<file path="config.mk">
export PLATFORM = sky130hd
export DESIGN_NAME = tbm_port_arbiter
export DESIGN_NICKNAME = d
export VERILOG_FILES = /design/src/rtl/tbm_pkg.sv /design/src/rtl/rr_arbiter.sv /design/src/rtl/tbm_port_arbiter.sv
export SDC_FILE = /design/constraint.sdc
export NUM_CORES = 1
export LEC_CHECK = 0
export BUFFER_PORTS_ARGS = -buffer_cell sky130_fd_sc_hd__buf_2
export CELL_PAD_IN_SITES_DETAIL_PLACEMENT = 0
export CELL_PAD_IN_SITES_GLOBAL_PLACEMENT = 1
export CORE_AREA = 2 2 764 766
export CTS_CLUSTER_SIZE = 25
export DETAILED_ROUTE_END_ITERATION = 8
export DIE_AREA = 0 0 766 768
export GPL_TIMING_DRIVEN = 0
export HOLD_SLACK_MARGIN = 0.05
export PLACE_DENSITY_LB_ADDON = 0.08
export SYNTH_ARGS = -nofsm -noshare
export SYNTH_HDL_FRONTEND = slang
export SYNTH_SLANG_ARGS = --single-unit
</file>
<file path="constraint.sdc">
create_clock -name clock -period 4.43 [get_ports clock]
set_input_delay 0.443 -clock clock [delete_from_list [all_inputs] [get_ports clock]]
set_output_delay 0.443 -clock clock [all_outputs]
set_load 0.1 [all_outputs]
</file>
<file path="src/rtl/tbm_pkg.sv">
// Shared defaults and FSM state encoding for the tbm port arbiter.
package tbm_pkg;

  localparam int unsigned DefNumReq = 4;
  localparam int unsigned DefAddrW  = 32;
  localparam int unsigned DefDataW  = 256;

  typedef logic [1:0] tbm_state_t;

  localparam tbm_state_t StIdle = 2'd0;
  localparam tbm_state_t StCmd  = 2'd1;
  localparam tbm_state_t StTurn = 2'd2;

endpackage

</file>
<file path="src/rtl/rr_arbiter.sv">
// Round-robin picker: first eligible requester at or after the pointer, wrapping around.
module rr_arbiter
  import tbm_pkg::*;
#(
  parameter int unsigned NUM_REQ = DefNumReq,
  parameter int unsigned PTR_W   = (NUM_REQ > 1) ? $clog2(NUM_REQ) : 1
) (
  input  logic [NUM_REQ-1:0] eligible,
  input  logic [PTR_W-1:0]   pointer,
  output logic [NUM_REQ-1:0] winner,
  output logic               valid
);

  logic [PTR_W-1:0] idx;

  always_comb begin
    winner = '0;
    valid  = 1'b0;
    idx    = '0;
    for (int unsigned k = 0; k < NUM_REQ; k++) begin
      idx = PTR_W'((32'(pointer) + k) % NUM_REQ);
      if (!valid && eligible[idx]) begin
        winner[idx] = 1'b1;
        valid       = 1'b1;
      end
    end
  end

endmodule

</file>
<file path="src/rtl/tbm_port_arbiter.sv">
// Shares one tbm memory port between NUM_REQ requesters with round-robin arbitration
// and a one-cycle bus turnaround before a write that follows a read.
module tbm_port_arbiter
  import tbm_pkg::*;
#(
  parameter int unsigned NUM_REQ = DefNumReq,
  parameter int unsigned ADDR_W  = DefAddrW,
  parameter int unsigned DATA_W  = DefDataW
) (
  input  logic                      clock,
  input  logic                      reset_n,
  input  logic [NUM_REQ-1:0]        req,
  input  logic [NUM_REQ-1:0]        req_we,
  input  logic [NUM_REQ*ADDR_W-1:0] req_addr,
  input  logic [NUM_REQ*DATA_W-1:0] req_wdata,
  output logic [NUM_REQ-1:0]        gnt,
  output logic [NUM_REQ-1:0]        rvalid,
  output logic [DATA_W-1:0]         rdata,
  output logic                      mem_cs,
  output logic                      mem_we,
  output logic [ADDR_W-1:0]         mem_addr,
  output logic [DATA_W-1:0]         mem_wdata,
  output logic                      mem_oe,
  input  logic [DATA_W-1:0]         mem_rdata
);

  localparam int unsigned PtrW = (NUM_REQ > 1) ? $clog2(NUM_REQ) : 1;

  tbm_state_t          state_q, state_d;
  logic [PtrW-1:0]     ptr_q, ptr_d;
  logic [PtrW-1:0]     turn_idx_q;
  logic [NUM_REQ-1:0]  rd_q;

  logic [NUM_REQ-1:0]  eligible;
  logic [NUM_REQ-1:0]  win_oh;
  logic                win_valid;
  logic [PtrW-1:0]     win_idx;
  logic                issue;
  logic                turn_load;
  logic [PtrW-1:0]     issue_idx;
  logic [NUM_REQ-1:0]  issue_oh;
  logic                sel_we;
  logic [ADDR_W-1:0]   sel_addr;
  logic [DATA_W-1:0]   sel_wdata;

  // Masking with gnt keeps a requester that still holds req in its grant cycle from reissuing.
  assign eligible = req & ~gnt;

  rr_arbiter #(
    .NUM_REQ (NUM_REQ),
    .PTR_W   (PtrW)
  ) u_rr_arbiter (
    .eligible (eligible),
    .pointer  (ptr_q),
    .winner   (win_oh),
    .valid    (win_valid)
  );

  always_comb begin
    win_idx = '0;
    for (int unsigned i = 0; i < NUM_REQ; i++) begin
      if (win_oh[i]) win_idx = PtrW'(i);
    end
  end

  always_comb begin
    state_d   = state_q;
    issue     = 1'b0;
    turn_load = 1'b0;
    issue_idx = win_idx;
    case (state_q)
      StIdle: begin
        if (win_valid) begin
          state_d = StCmd;
          issue   = 1'b1;
        end
      end
      StCmd: begin
        if (!win_valid) begin
          state_d = StIdle;
        end else if (req_we[win_idx] && !mem_we) begin
          // Memory drives the bus next cycle for the read on the port now.
          state_d   = StTurn;
          turn_load = 1'b1;
        end else begin
          issue = 1'b1;
        end
      end
      StTurn: begin
        state_d   = StCmd;
        issue     = 1'b1;
        issue_idx = turn_idx_q;
      end
      default: state_d = StIdle;
    endcase
  end

  always_comb begin
    sel_we    = 1'b0;
    sel_addr  = '0;
    sel_wdata = '0;
    issue_oh  = '0;
    for (int unsigned i = 0; i < NUM_REQ; i++) begin
      if (issue_idx == PtrW'(i)) begin
        sel_we      = req_we[i];
        sel_addr    = req_addr[i*ADDR_W +: ADDR_W];
        sel_wdata   = req_wdata[i*DATA_W +: DATA_W];
        issue_oh[i] = 1'b1;
      end
    end
  end

  assign ptr_d = (issue_idx == PtrW'(NUM_REQ - 1)) ? '0 : issue_idx + 1'b1;

  always_ff @(posedge clock or negedge reset_n) begin
    if (!reset_n) begin
      state_q    <= StIdle;
      ptr_q      <= '0;
      turn_idx_q <= '0;
      rd_q       <= '0;
      gnt        <= '0;
      rvalid     <= '0;
      rdata      <= '0;
      mem_cs     <= 1'b0;
      mem_we     <= 1'b0;
      mem_oe     <= 1'b0;
      mem_addr   <= '0;
      mem_wdata  <= '0;
    end else begin
      state_q <= state_d;
      gnt     <= '0;
      mem_cs  <= 1'b0;
      mem_we  <= 1'b0;
      mem_oe  <= 1'b0;
      if (turn_load) turn_idx_q <= win_idx;
      if (issue) begin
        gnt       <= issue_oh;
        mem_cs    <= 1'b1;
        mem_we    <= sel_we;
        mem_oe    <= sel_we;
        mem_addr  <= sel_addr;
        mem_wdata <= sel_wdata;
        ptr_q     <= ptr_d;
      end
      // Read data returns on the bus the cycle after the command and is presented one later.
      rd_q   <= gnt & {NUM_REQ{mem_cs & ~mem_we}};
      rvalid <= rd_q;
      if (|rd_q) rdata <= mem_rdata;
    end
  end

endmodule

</file>
==> summary.txt, run 1 <==
Timing
  • Final period util: 99.2%
  • RSZ-0062 raised after global routing: true
  • Worst hold slack: between 90 and 100 ps
  • Final setup viols: 0
  • Minimum clock period: ~4400 ps
  • Final count of pins violating max slew: 0
  • Slew @ Worst Pin: ~1100 ps
  • Clk_skew: 92.4 ps
  • Fmax: 228 MHz
  • Final Hold Fails: 0
  • Slew HR: about 28%

Yosys
  • Sequential element share of the synthesized area: between 40% and 50%
  • Mapped Nets: 4330
  • Ys async rst share: 100%
  • Syn Inst Count: 2901
  • EDFF count, synth: 0
  • Distinct cell type count after synthesis: 36
  • Post-Syn Area per Cell: 10.1 sq um
  • Seq cells post-synth: 564
  • Top_reg_cell synth: dfrtp_1
  • Cell area after synthesis: 29300 sq um
  • Warnings, synthesis: 0

Min path
  • Worst min path class: in2reg
  • Hold_sp: req_wdata[936]
  • Hold worst-path end: mem_wdata[168]
  • Hold path depth: 4

Floorplanning
  • Initial Util: under 10%
  • Core area: between 500000 and 600000 sq um
  • # rows: 280
  • Die height: ~770 um
  • Chip width: between 700 and 800 um
  • Boundary pin count: slightly below 2000
  • Die area: around 590000 sq um

Critical path
  • WP data arrival: slightly above 5000 ps
  • CP Max Fanout: 6
  • Startpoint types: flip-flop
  • Worst R2R End: mem_wdata[200]
  • Flop-to-flop setup slack: approximately 37 ps
  • Critical Path RT: 5150 ps
  • FF-to-FF path depth: 20
  • R2R Path Start: ptr_q[0]
  • Crit path capture type: flip-flop
  • CP Class: reg2reg

Clock network
  • Clk sink count: 564
  • Cts bufs inserted: 103
  • CTS tree: yes
  • Clock Latency Late Sink: 880 ps
  • Worst-case clock buffer depth: 4
  • CTS root buf: clkbuf_16
  • H-Tree Depth: 3
  • Worst-path clk slew: 80 ps

Detailed routing
  • Via/cell ratio: 2.71
  • Routed WL: about 410000 um
  • DRC viols: 0
  • Routed Antenna Nets: 0
  • DR WL/cell: about 30 um
  • Vias: between 30000 and 40000
  • DRT iter0 DRCs: about 1500
  • DRT Pass-1 Iters: 5

GRT
  • Gr usage total: 13.4%
  • GR Util met2: between 20% and 30%
  • First-pass GRT wire length: ~500000 um
  • GR peak layer: met2
  • Largest net degree at the start of global routing: between 90 and 100
  • Met3 Track Usage GR: under 10%
  • Met1 Use GR: between 15 and 20%
  • Vias in the first global route: 40300
  • Gr ovfl total: 0
  • Antenna violations before repair: around 390

Finish
  • Area grow syn2layout: 115%
  • Share of cells above drive strength 1: approximately half
  • Final Cell Area: 62900 sq um
  • Final Core Density: about 11%
  • Final nets: slightly above 7000
  • Most frequent cells in the layout: 1989 x buf_2, 727 x dlygate4sd3_1, 558 x dfrtp_1
  • Post-Layout Cell Count: 13700
  • Commonest non-fill, non-tap cell in the layout: buf_2

Placement
  • Placed insts: 12700
  • PortBufs: 1972
  • Placed Instance Area: just under 50000 sq um
  • GP Congestion: around 0.8
  • DPL Wire Length: 358000 um

Flow run
  • Max-Cap Viols: 0

Run status
  • Status: finished clean
cells by family (layout without fill, tap and decap cells):
group	Yosys count	count (layout)	share of synthesized area [%]
other	0	130	0
adders and majority gates	11	11	0.470
buffers and inverters	260	3197	3.69
DFF	564	564	48.2
muxes	555	555	21.5
and+or+nand+nor	625	625	8.30
AOI/OAI and AO/OA	886	886	17.8
metrics by stage:
stage / setup WS [ps] / TNS [ps]
final: 37.0 / 0
after global routing: -83.9 / -444
after detailed placement: -3180 / -539160
after global placement: -14440 / -9834730
after CTS: -78.3 / -629
after floorplan: 219 / 0
cell usage after synthesis, types with 2 or more instances:
master	number	area, sq um
clkbuf_1	195	732
a211oi_1	2	15.0
nand3_1	7	35.0
mux2_2	315	3550
buf_2	8	40.0
nor2b_1	7	43.8
ha_1	11	138
or3_1	2	12.5
a21oi_1	293	1470
dfrtp_1	564	14100
inv_1	6	22.5
nand2b_1	6	37.5
mux2i_1	2	20.0
a22oi_1	288	2160
buf_4	25	188
and2_1	11	68.8
buf_1	25	93.8
mux2_1	234	2640
a21o_1	3	22.5
nor2_1	295	1110
a31oi_1	2	12.5
o21ai_0	291	1460
nand2_1	293	1100
mux4_2	4	90.1
layer usage:
metal	routed length, um	up-vias
li1	-	16400
met1	159000	18100
met2	203000	1959
met3	36900	573
met4	7270	164
met5	1010	-
worst max-delay path, stage by stage, from the launching register on:
cell and delay, ps:
dfrtp_2 440, inv_4 50, ha_4 290, mux4_2 350
nand3_1 110, a31o_1 210, and2_4 200, a21o_1 170
mux2i_4 100, buf_6 140, ha_4 150, nor2b_4 120
buf_12 140, buf_12 140, clkbuf_16 180, clkbuf_16 180
a22oi_2 520, nor2_2 110, a21oi_2 180, o21ai_4 110
mux2_4 290
what timing repair did:
| item | CTS | global route |
|---|---|---|
| gates cloned | 4 | 0 |
| hold buffers | 725 | 3 |
| setup buffers | 27 | 6 |
| endpoints found under the setup margin | 296 | 197 |
| gates resized for setup | 500 | 168 |
| pin swaps | 40 | 44 |
| hold endpoints to repair | 687 | 3 |
flip-flops by register name, summed over array words and instances, names as in the netlist:
name / count
rdata: 256
mem_cs: 1
turn_idx_q: 2
state_q: 2
rvalid: 4
mem_wdata: 256
ptr_q: 2
rd_q: 4
gnt: 4
mem_oe: 1
mem_addr: 32
worst max-delay path by stage:
stage / cells past startpoint / start / to / slack (ps)
finish: 20 / ptr_q[0] / mem_wdata[200] / 40
global route: 20 / ptr_q[0] / mem_wdata[142] / -80
CTS: 20 / ptr_q[1] / mem_wdata[126] / -80
detailed placement: 21 / ptr_q[0] / mem_wdata[144] / -3180
global placement: 1 / reset_n / rdata[254] / -14440
floorplan: 17 / gnt[3] / mem_addr[21] / 220
layout make-up:
type | instances | area [sq um]
inverters | 7 | 33.8
clock buffers | 151 | 3010
clock inverters | 28 | 399
fillers | 67400 | 517000
flip-flops and latches | 564 | 14100
plain buffers | 249 | 1710
well taps | 7755 | 9700
diodes | 130 | 325
repair buffers | 2762 | 18100
multi-input cells | 2077 | 15400
Power of run 1 is not shown: default switching activity piles up to over one toggle a cycle in this logic, so the estimate is an artifact.
==> run 2: changes to the inputs <==
CORE_AREA = 2 2 762 764   (was 2 2 764 766)
DIE_AREA = 0 0 764 766   (was 0 0 766 768)
REMOVE_ABC_BUFFERS = 1   (was unset)
==> summary.txt, run 2 (synthesis results as in run 1) <==
Run status
  • Status: finished clean

Detailed routing
  • DRT iter0 DRCs: 1776
  • DR WL/cell: about 28 um
  • Top Layer Used: met5
  • Vias: 36500
  • Met2 WL post-DR: 189000 um
  • Via/cell ratio: 2.69
  • DRT Pass-1 Iters: 5
  • Wl on met1: 150000 um
  • DRC viols: 0
  • Routed Antenna Nets: 0
  • Routed WL: 383000 um
  • Routed wl met3: 32500 um

Floorplanning
  • Boundary pin count: 1973
  • Die area: 585000 sq um
  • # rows: around 280
  • Initial Util: 5.08%
  • Die height: around 770 um
  • Chip width: 764 um
  • Core area: 576000 sq um

Critical path
  • Worst Path Buf+Inv: 4
  • Startpoint types: flip-flop
  • CP Class: reg2reg
  • Crit path capture type: flip-flop
  • R2R Path Start: gnt[2]
  • CP Max Fanout: 24
  • WP data arrival: slightly above 5000 ps
  • Most frequent CP cell: buf_16
  • Worst R2R End: mem_wdata[135]
  • Top delay family on crit path: compound AO/OA/AOI/OAI gates
  • Critical Path RT: 5190 ps
  • Worst setup startpoint: gnt[2]
  • Crit-path slowest cell: mux4_2
  • FF-to-FF path depth: 16
  • Crit-path cells: nand2b_4 > mux4_2 > a31o_1 > and2_4 > a21o_1 > mux2i_4 > inv_2 > ha_4 > buf_4 > buf_16 > buf_16 > a22oi_2 > nor2_1 > a21oi_1 > o21ai_2 > mux2_1
  • Crit path largest cell delay: roughly 540 ps
  • Flop-to-flop setup slack: 30 ps

Timing
  • RSZ-0062 raised after global routing: true
  • Slew HR: roughly 37%
  • Final period util: approximately 100%
  • Fmax: ~230 MHz
  • Slew @ Worst Pin: around 950 ps
  • Final Hold Fails: 0
  • Minimum clock period: approximately 4400 ps
  • Clk_skew: approximately 98 ps
  • Final setup viols: 0
  • Final count of pins violating max slew: 0

Finish
  • Area occupied by multi-input gates: approximately 15000 sq um
  • Final Core Density: 10.9%
  • Fillers: approximately 67000
  • Storage cell area: between 10000 and 15000 sq um
  • Most frequent cells in the layout: 1971 x buf_2, 701 x dlygate4sd3_1, 558 x dfrtp_1
  • Area grow syn2layout: 115%
  • Share of cells above drive strength 1: around half
  • Commonest non-fill, non-tap cell in the layout: buf_2
  • Final nets: 7074
  • Largest regs: mem_wdata: 256 flops, rdata: 256 flops, mem_addr: 32 flops

Clock network
  • Clock Latency Late Sink: ~900 ps
  • Worst-path clk slew: 60 ps
  • Cts bufs inserted: between 100 and 150
  • Clk sink count: 564
  • Worst-case clock buffer depth: 4
  • CTS tree: yes
  • H-Tree Depth: 3
  • CTS root buf: clkbuf_16

Min path
  • Hold_sp: req_wdata[985]
  • Hold worst-path end: mem_wdata[217]
  • Hold path depth: 4
  • Worst min path class: in2reg

Placement
  • DPL Wire Length: ~320000 um
  • GP Congestion: about 0.83
  • PortBufs: just under 2000

GRT
  • First-pass GRT wire length: 463000 um
  • Largest net degree at the start of global routing: 85
  • Vias in the first global route: 38700
  • Antenna violations before repair: ~370
  • Gr ovfl total: 0
  • Gr usage total: about an eighth

Flow run
  • Max-Cap Viols: 0
==> run 2: stage by stage <==
| step | hold slack (ps) | cell area (sq um) | setup TNS [ps] | worst slack (ps) | std cells |
|---|---|---|---|---|---|
| after floorplan | 147 | 28200 | - | -22960 | 2648 |
| after global placement | 381 | 47800 | - | -97040 | 12300 |
| after detailed placement | 395 | 49800 | -439150 | -2750 | 12500 |
| after CTS | 52.7 | 61900 | -18.5 | -10.6 | 13400 |
| after global routing | 79.9 | 62900 | -44.0 | -28.7 | 13500 |
| final | 106 | 63100 | 0 | 26.1 | 13600 |
==> run 2: area by class of cell <==
type / count / share of cell area (%)
Timing Repair Buffer: 2890 / 32.7
Multi-Input combinational cell: 2077 / 23.8
Sequential cell: 564 / 22.4
Tap cell: 7727 / 15.3
Clock buffer: 157 / 4.82
Antenna cell: 129 / 0.512
Clock inverter: 21 / 0.387
Inverter: 7 / 0.0536
==> run 2: worst min-delay path: cells and delay by family <==
kind	cells	cell delay, ps
simple gates	1	40
compound gates	1	140
buf+inv	1	70
mux	1	160
==> run 2: routing by layer <==
metal	vias up	track usage (%)
met5	-	0
met2	1879	22.2
li1	16100	-
met4	154	2.10
met1	17800	14.1
met3	595	4.07
==> run 2: timing repair <==
| action | in CTS | in global routing |
|---|---|---|
| endpoints found under the setup margin | 320 | 130 |
| hold buffers | 700 | 1 |
| cloned | 20 | 19 |
| hold endpoints to repair | 642 | 1 |
| pin swaps | 19 | 17 |
| resized for setup | 199 | 65 |
| buffers inserted | 46 | 16 |
==> run 2: worst max-delay path by stage <==
stage | to | cells after the start | slack (ps)
global placement | mem_wdata[145] | 16 | -97040
finish | mem_wdata[135] | 16 | 30
CTS | mem_addr[22] | 20 | -10
global route | mem_wdata[41] | 19 | -30
floorplan | rdata[0] | 2 | -22960
detailed placement | mem_wdata[60] | 20 | -2750
Power of run 2 is left out for the same reason.
==> run 3: changes to the inputs <==
CELL_PAD_IN_SITES_DETAIL_PLACEMENT = unset   (was 0)
CELL_PAD_IN_SITES_GLOBAL_PLACEMENT = unset   (was 1)
CORE_AREA = 2 2 760 762   (was 2 2 762 764)
DIE_AREA = 0 0 762 764   (was 0 0 764 766)
==> summary.txt, run 3 (synthesis results as in run 1) <==
Run status
  • Status: finished clean

Critical path
  • WP data arrival: just over 5000 ps
  • Critical Path RT: 5170 ps
  • CP Max Fanout: 15
  • Startpoint types: flip-flop
  • Crit path capture type: flip-flop
  • CP Class: reg2reg

Clock network
  • Clk sink count: 564
  • Worst-path clk slew: roughly 60 ps
  • CTS tree: yes
  • CTS root buf: clkbuf_16
  • Worst-case clock buffer depth: 4
  • H-Tree Depth: 3
  • Cts bufs inserted: just over 100
  • Clock Latency Late Sink: approximately 900 ps

Floorplanning
  • Core area: about 570000 sq um
  • Die area: between 500000 and 600000 sq um
  • Die height: 764 um
  • # rows: about 280
  • Initial Util: under 10%
  • Boundary pin count: 1973
  • Chip width: 762 um

Placement
  • DPL Wire Length: ~330000 um
  • Placed Instance Area: roughly 50000 sq um
  • GP Congestion: 0.924
  • PortBufs: 1972

Detailed routing
  • Routed Antenna Nets: 0
  • Via/cell ratio: around 2.8
  • DRT Pass-1 Iters: 5
  • Vias: around 38000
  • DRC viols: 0
  • DR WL/cell: around 30 um
  • DRT iter0 DRCs: 2087
  • Routed WL: about 400000 um

GRT
  • First-pass GRT wire length: 483000 um
  • Gr ovfl total: 0
  • Gr usage total: a little over an eighth
  • Vias in the first global route: between 30000 and 40000
  • Largest net degree at the start of global routing: a little under 90
  • Antenna violations before repair: about 420

Finish
  • Final Cell Area: between 60000 and 70000 sq um
  • Share of cells above drive strength 1: about half
  • Area grow syn2layout: 118%
  • Most frequent cells in the layout: 1971 x buf_2, 723 x dlygate4sd3_1, 559 x dfrtp_1
  • Final nets: just over 7000
  • Largest regs: mem_wdata: 256 flops, rdata: 256 flops, mem_addr: 32 flops
  • Fillers: between 60000 and 70000
  • Commonest non-fill, non-tap cell in the layout: buf_2

Timing
  • Final count of pins violating max slew: 0
  • Slew @ Worst Pin: 877 ps
  • Clk_skew: approximately 96 ps
  • Final period util: about 100%
  • Fmax: approximately 230 MHz
  • Slew HR: 41.5%
  • Minimum clock period: 4400 ps
  • Final setup viols: 0
  • RSZ-0062 raised after global routing: true
  • Final Hold Fails: 0

Min path
  • Worst min path class: in2reg

Flow run
  • Max-Cap Viols: 0
run 3: cell types whose count changed in the layout (fill, tap and decap cells not counted), sizes merged:
cell,delta
buf,+32
dlygate4sd3,+22
bufbuf,+8
clkbuf,-7
bufinv,+3
clkinv,-3
clkinvlp,-2
inv,+2
run 3: layout make-up:
| class | count | area [sq um] | share of cell area, % |
|---|---|---|---|
| flip-flops and latches | 564 | 14100 | 22.2 |
| repair buffers | 2949 | 21300 | 33.5 |
| diodes | 129 | 323 | 0.507 |
| clock buffers | 153 | 3010 | 4.73 |
| clock inverters | 21 | 297 | 0.466 |
| inverters | 7 | 33.8 | 0.0531 |
| well taps | 7587 | 9490 | 14.9 |
| multi-input cells | 2077 | 15100 | 23.6 |
run 3: final timing paths:
path / cells after the start / slack [ps] / to / from
max: 18 / 30 / mem_wdata[38] / gnt[1]
min: 4 / 100 / mem_wdata[36] / req_wdata[548]
max reg2reg: 18 / 30 / mem_wdata[38] / gnt[1]
min reg2reg: 0 / 440 / rvalid[0] / rd_q[0]
max in group asynchronous: 7 / 1520 / mem_cs / reset_n
min in group asynchronous: 4 / 660 / mem_wdata[54] / reset_n
run 3: critical path, cell delays in order, from the launching register on:
cell	delay, ps
dfrtp_2	440
nand2b_4	160
mux4_2	520
nor2_1	140
a31o_1	160
and2_4	210
nand2b_4	70
mux2_4	290
inv_4	80
ha_4	210
nor2b_4	70
buf_6	160
clkbuf_16	200
clkbuf_16	210
a22oi_1	160
nor2_1	60
a21oi_1	680
o21ai_0	160
mux2_2	300
run 3: metal layers:
| layer | vias to the layer above | wire length [um] | track usage [%] |
|---|---|---|---|
| met3 | 659 | 39100 | 5.18 |
| met4 | 228 | 9000 | 2.12 |
| met2 | 2048 | 188000 | 21.9 |
| met5 | - | 1930 | 0 |
| li1 | 16200 | - | - |
| met1 | 18300 | 164000 | 15.8 |
run 3: timing repair:
item,CTS,global route
pin swaps,22,31
endpoints found under the setup margin,324,208
hold buffers,722,2
cloned,28,16
gates resized for setup,206,83
buffers inserted,53,36
hold endpoints to repair,701,2
run 3: through the flow:
stage          setup TNS, ps  instances  hold WS (ps)  util (%)  setup slack (ps)
2_1_floorplan              -       2648           147         -            -22960
3_3_place_gp               -      12200           377      8.28           -108480
3_5_place_dp         -391070      12300           389      8.66             -2720
4_1_cts                 -153      13300          50.3      10.9             -65.4
5_1_grt                -1920      13400          75.1      11.0             -67.9
6_report                   0      13500          98.7      11.1              30.9
Power of run 3 is left out for the same reason.
